File: src/rtl/pixel_timing_gen.sv
// Pixel timing generator: programmable clock divider driving pixel/line/frame counters.
// Define PIXEL_TIMING_FRAME_EN to build the line counter (pix_y, frame_done); otherwise both are tied to 0.
module pixel_timing_gen #(
  parameter int unsigned DIV_W       = 4,
  parameter int unsigned DIV_DEFAULT = 5,
  parameter int unsigned PIX_W       = 10,
  parameter int unsigned LINE_W      = 10
) (
  input  logic              clk,
  input  logic              n_rst,
  input  logic              enable,
  input  logic              clear,
  input  logic [DIV_W-1:0]  div_val,
  input  logic [PIX_W-1:0]  pix_per_line,
  input  logic [LINE_W-1:0] lines_per_frame,
  output logic              flag_pixel,
  output logic              pix_strobe,
  output logic [PIX_W-1:0]  pix_x,
  output logic              line_done,
  output logic [LINE_W-1:0] pix_y,
  output logic              frame_done
);

  logic [DIV_W-1:0] cnt;
  logic [DIV_W-1:0] div_reg;
  logic [DIV_W-1:0] div_next;
  logic [PIX_W-1:0] pix_last;
  logic             pix_event;
  logic             line_wrap;

  // Zero lengths behave as 1; pix_x == pix_last is an exact match, so a lowered
  // line length lets pix_x run on to its width maximum and wrap without a pulse.
  always_comb begin
    div_next  = (div_val == '0) ? DIV_W'(1) : div_val;
    pix_last  = (pix_per_line == '0) ? '0 : pix_per_line - PIX_W'(1);
    pix_event = enable && (cnt == div_reg - DIV_W'(1));
    line_wrap = pix_event && (pix_x == pix_last);
  end

  always_ff @(posedge clk or negedge n_rst) begin
    if (!n_rst) begin
      cnt        <= '0;
      div_reg    <= DIV_W'(DIV_DEFAULT);
      flag_pixel <= 1'b0;
      pix_strobe <= 1'b0;
      pix_x      <= '0;
      line_done  <= 1'b0;
    end else if (clear) begin
      cnt        <= '0;
      div_reg    <= div_next;
      flag_pixel <= 1'b0;
      pix_strobe <= 1'b0;
      pix_x      <= '0;
      line_done  <= 1'b0;
    end else begin
      pix_strobe <= pix_event;
      line_done  <= line_wrap;
      if (pix_event) begin
        cnt        <= '0;
        div_reg    <= div_next;
        flag_pixel <= ~flag_pixel;
        pix_x      <= line_wrap ? '0 : pix_x + PIX_W'(1);
      end else if (enable) begin
        cnt <= cnt + DIV_W'(1);
      end
    end
  end

`ifdef PIXEL_TIMING_FRAME_EN
  logic [LINE_W-1:0] line_last;
  logic              frame_wrap;

  always_comb begin
    line_last  = (lines_per_frame == '0) ? '0 : lines_per_frame - LINE_W'(1);
    frame_wrap = line_wrap && (pix_y == line_last);
  end

  always_ff @(posedge clk or negedge n_rst) begin
    if (!n_rst) begin
      pix_y      <= '0;
      frame_done <= 1'b0;
    end else if (clear) begin
      pix_y      <= '0;
      frame_done <= 1'b0;
    end else begin
      frame_done <= frame_wrap;
      if (line_wrap) begin
        pix_y <= frame_wrap ? '0 : pix_y + LINE_W'(1);
      end
    end
  end
`else
  logic unused_lines;
  assign unused_lines = ^lines_per_frame;
  assign pix_y        = '0;
  assign frame_done   = 1'b0;
`endif

endmodule

File: config.mk
export PLATFORM = sky130hd
export DESIGN_NAME = pixel_timing_gen
export DESIGN_NICKNAME = d
export VERILOG_FILES = /design/src/rtl/pixel_timing_gen.sv
export SDC_FILE = /design/constraint.sdc
export NUM_CORES = 1
export LEC_CHECK = 0
export CAP_MARGIN = 20
export CORE_UTILIZATION = 46
export CTS_CLUSTER_SIZE = 28
export DETAILED_ROUTE_END_ITERATION = 8
export PLACE_DENSITY = 0.88
export REMOVE_ABC_BUFFERS = 1
export SETUP_SLACK_MARGIN = 0.1
export SYNTH_ARGS = -nofsm -noshare
export SYNTH_HDL_FRONTEND = slang
export SYNTH_SLANG_ARGS = --single-unit
File: constraint.sdc
create_clock -name clk -period 2.85 [get_ports clk]
set_input_delay 0.285 -clock clk [delete_from_list [all_inputs] [get_ports clk]]
set_output_delay 0.285 -clock clk [all_outputs]
set_load 0.005 [all_outputs]
==> flow_summary_export.csv <==
group,metric,value,unit
sta,skew,1.34,ps
floorplan,io_pins,52,
clocking,cts-buffers-inserted,3,
global_route,grt_util_met3,0.0126,
clocking,clkSinkCount,21,
worst_setup_path,crit_chain,"clkdlybuf4s50_1 > or2_0 > or4_4 > and3_4 > a2111o_1 > nor4_4 > o21bai_1 > a21oi_1",
clocking,cts_tree,"built",
global_route,grt.met1_usage,0.267,
power_and_ir_drop,powerDensity,314,mW/mm^2
worst_setup_path,worstPathArrival,2810,ps
worst_setup_path,critPathCaptureType,"flip-flop",
power_and_ir_drop,p_comb_frac,0.269,
clocking,clk_path_buf_depth,2,
worst_setup_path,path_class,"in -> reg",
sta,layout_setup_ws,223,ps
logic_synthesis,ys.flop_type,"dfrtp_1",
logic_synthesis,yosysSeqAreaShare,0.325,
detailed_routing,vias,1494,
sta,setup_violations,0,
run,max_cap_viol_count,0,
global_route,grt.busiest_layer,"met2",
worst_setup_path,cp-start-kind,"input pin",
layout,layout-drive-gt1-share,0.149,
power_and_ir_drop,p_total,652,uW
sta,report.final.slew_viol_count,0,
worst_setup_path,critical-path-top-delay-family,"simple AND/OR/NAND/NOR gates",
worst_setup_path,rrSetupSlack,340,ps
logic_synthesis,syn_inst,191,
worst_setup_path,cp_slowest_cell,"clkdlybuf4s50_1",
detailed_routing,vias_per_cell,5.32,
power_and_ir_drop,p_sw,194,uW
place,hpwl,2850,um
clocking,clock_latency,310,ps
power_and_ir_drop,switching_share,0.298,
logic_synthesis,synth_common_cells,"nor2_1 (20), dfrtp_1 (19), nand2_1 (17), xor2_1 (12), buf_4 (11)",
worst_setup_path,crit_required,3030,ps
layout,fin_area,0.00208,mm^2
worst_setup_path,worst-path-buf-inv,1,
logic_synthesis,synthTopCellsByArea,"dfrtp_1 (29%), xor2_1 (6.5%), buf_4 (5.1%)",
floorplan,die_area,0.00377,mm^2
power_and_ir_drop,ir_drop,0.303,mV
run_status,status,"completed",
global_route,grtUsageTotal,0.213,
logic_synthesis,synth_cell_type_count,50,
sta,tns,0,ps
power_and_ir_drop,clkPwrFrac,0.220,
logic_synthesis,synth-edff-count,0,
sta,max_slew_margin,0.411,
global_route,grt_antenna_before_repair,0,
global_route,grt_pass1_vias,1379,
layout,fillCellCount,312,
logic_synthesis,syn_avg_cell_area,8.51,um^2
power_and_ir_drop,internal_power,457,uW
global_route,grt_pass1_wl,5980,um
global_route,use_met2,0.387,
place,port-buffer-count,30,
clocking,post_cts_buffers,0,
clocking,cts_root_buf,"clkbuf_4",
sta,fin_hold_ws,464,ps
floorplan,initial_core_util,0.483,
logic_synthesis,synth_top_area_share,0.293,
global_route,gr-total-overflow,0,
place,place_area,0.00204,mm^2
floorplan,dieHeight,61.4,um
clocking,holdBufCountCts,0,
detailed_routing,drt_iter0_drc,152,
worst_setup_path,reg2reg_depth,9,
logic_synthesis,syn_area,0.00163,mm^2
layout,final_core_util,0.618,
place,placed_cells,277,
logic_synthesis,yosysMostFrequentCell,"nor2_1",
detailed_routing,wl,3710,um
sta,post-route-min-period,2630,ps
logic_synthesis,yosys.area.top_type,"dfrtp_1",
worst_hold_path,hold_path.class,"in -> async",
layout,diodes,0,
floorplan,core,0.00336,mm^2
layout,regArea,528,um^2
detailed_routing,routedWlPerCell,13.2,um
worst_setup_path,worstSetupPathDepth,8,
logic_synthesis,yosys_register_bits,21,
floorplan,num_rows,21,
floorplan,die_x,61.4,um
clocking,htree_levels,1,
detailed_routing,firstDrtPassIters,4,
detailed_routing,ant_nets,0,
logic_synthesis,synth-async-reset-ratio,1.00,
worst_setup_path,cp_slowest_stage_delay,500,ps
sta,max_freq,381,MHz
detailed_routing,drc,0,
clocking,clk_pin_slew_worst_paths,110,ps
worst_setup_path,critPathMaxFanout,6,
place,post-place-ws,-393,ps
layout,multiInputGateArea,0.00101,mm^2
power_and_ir_drop,leakagePower,0.881,nW
layout,syn_to_final_growth,27.8,%
power_and_ir_drop,p_seq_frac,0.512,
layout,largest_reg_flops,10,
layout,stdcell_count,281,
sta,rsz0062_at_grt,"false",
sta,worstMarginPinSlew,880,ps
layout,nets,268,
sta,fin_crit_sh,0.922,
global_route,grt_max_degree,22,
sta,hold_viol_final,0,
logic_synthesis,ys_warn_count,0,
place,gp_congestion,0.911,
## final timing paths
| check | start | to |
|---|---|---|
| worst max-delay path | pix_per_line[0] | pix_x[2] |
| min in group clk | div_reg[2] | div_reg[2] |
| worst min-delay path | n_rst | cnt[2] |
| worst min register to register | div_reg[2] | div_reg[2] |
| worst max register to register | div_reg[0] | pix_x[9] |
| max in group asynchronous | n_rst | pix_x[3] |
## metal layers
metal	up-vias	wire length, um	part of all wire
met2	51	1880	0.51
met4	0	55	0.015
met5	-	0	0
li1	756	-	-
met1	680	1640	0.44
met3	7	140	0.038
## power groups by stage
stage          Combinational, mW  Sequential (mW)  Clock [mW]
6_report                   0.175            0.333       0.143
5_1_grt                    0.197            0.336       0.157
4_1_cts                    0.175            0.333       0.144
3_5_place_dp               0.175            0.339           0
3_3_place_gp               0.172            0.338           0
2_1_floorplan             0.0934            0.335           0
## cells by family after synthesis
| group | count (synthesis) | share of synthesized area |
|---|---|---|
| and+or+nand+nor | 85 | 0.279 |
| AOI/OAI and AO/OA | 33 | 0.155 |
| buffers and inverters | 25 | 0.0885 |
| DFF | 21 | 0.325 |
| xor gates and xnor gates | 20 | 0.108 |
| adders and majority gates | 4 | 0.0308 |
| muxes | 2 | 0.0123 |
| other | 1 | 0.00231 |
## area by class of cell
class                           instances  share of cell area
Clock buffer                            4              0.0127
Inverter                                7              0.0127
Tap cell                               46              0.0277
Sequential cell                        21               0.254
Timing Repair Buffer                   48               0.208
Multi-Input combinational cell        155               0.485
## layout by cell type (no fill, tap or decap), drive strengths merged, types with 2 or more instances in the layout
| master | n |
|---|---|
| o31ai | 3 |
| nand2b | 2 |
| xnor2 | 8 |
| nand4 | 6 |
| dfstp | 2 |
| o211ai | 2 |
| ha | 4 |
| a211o | 3 |
| or4 | 5 |
| or3 | 2 |
| nor4 | 7 |
| clkbuf | 5 |
| dfrtp | 19 |
| o21a | 3 |
| a21oi | 6 |
| xor2 | 12 |
| a211oi | 2 |
| nand2 | 17 |
| o21ai | 2 |
| inv | 7 |
| o41ai | 2 |
| nand3 | 8 |
| and3 | 6 |
| conb | 11 |
| nor2 | 20 |
| buf | 18 |
| clkdlybuf4s50 | 26 |
| mux2i | 2 |
| nor3 | 7 |
## what timing repair did
item                                    4_1_cts  5_1_grt
gates resized for setup                       4        6
pin swaps                                     6        5
endpoints found under the setup margin       11       10
Note: power is estimated with default switching activity, not from simulation.
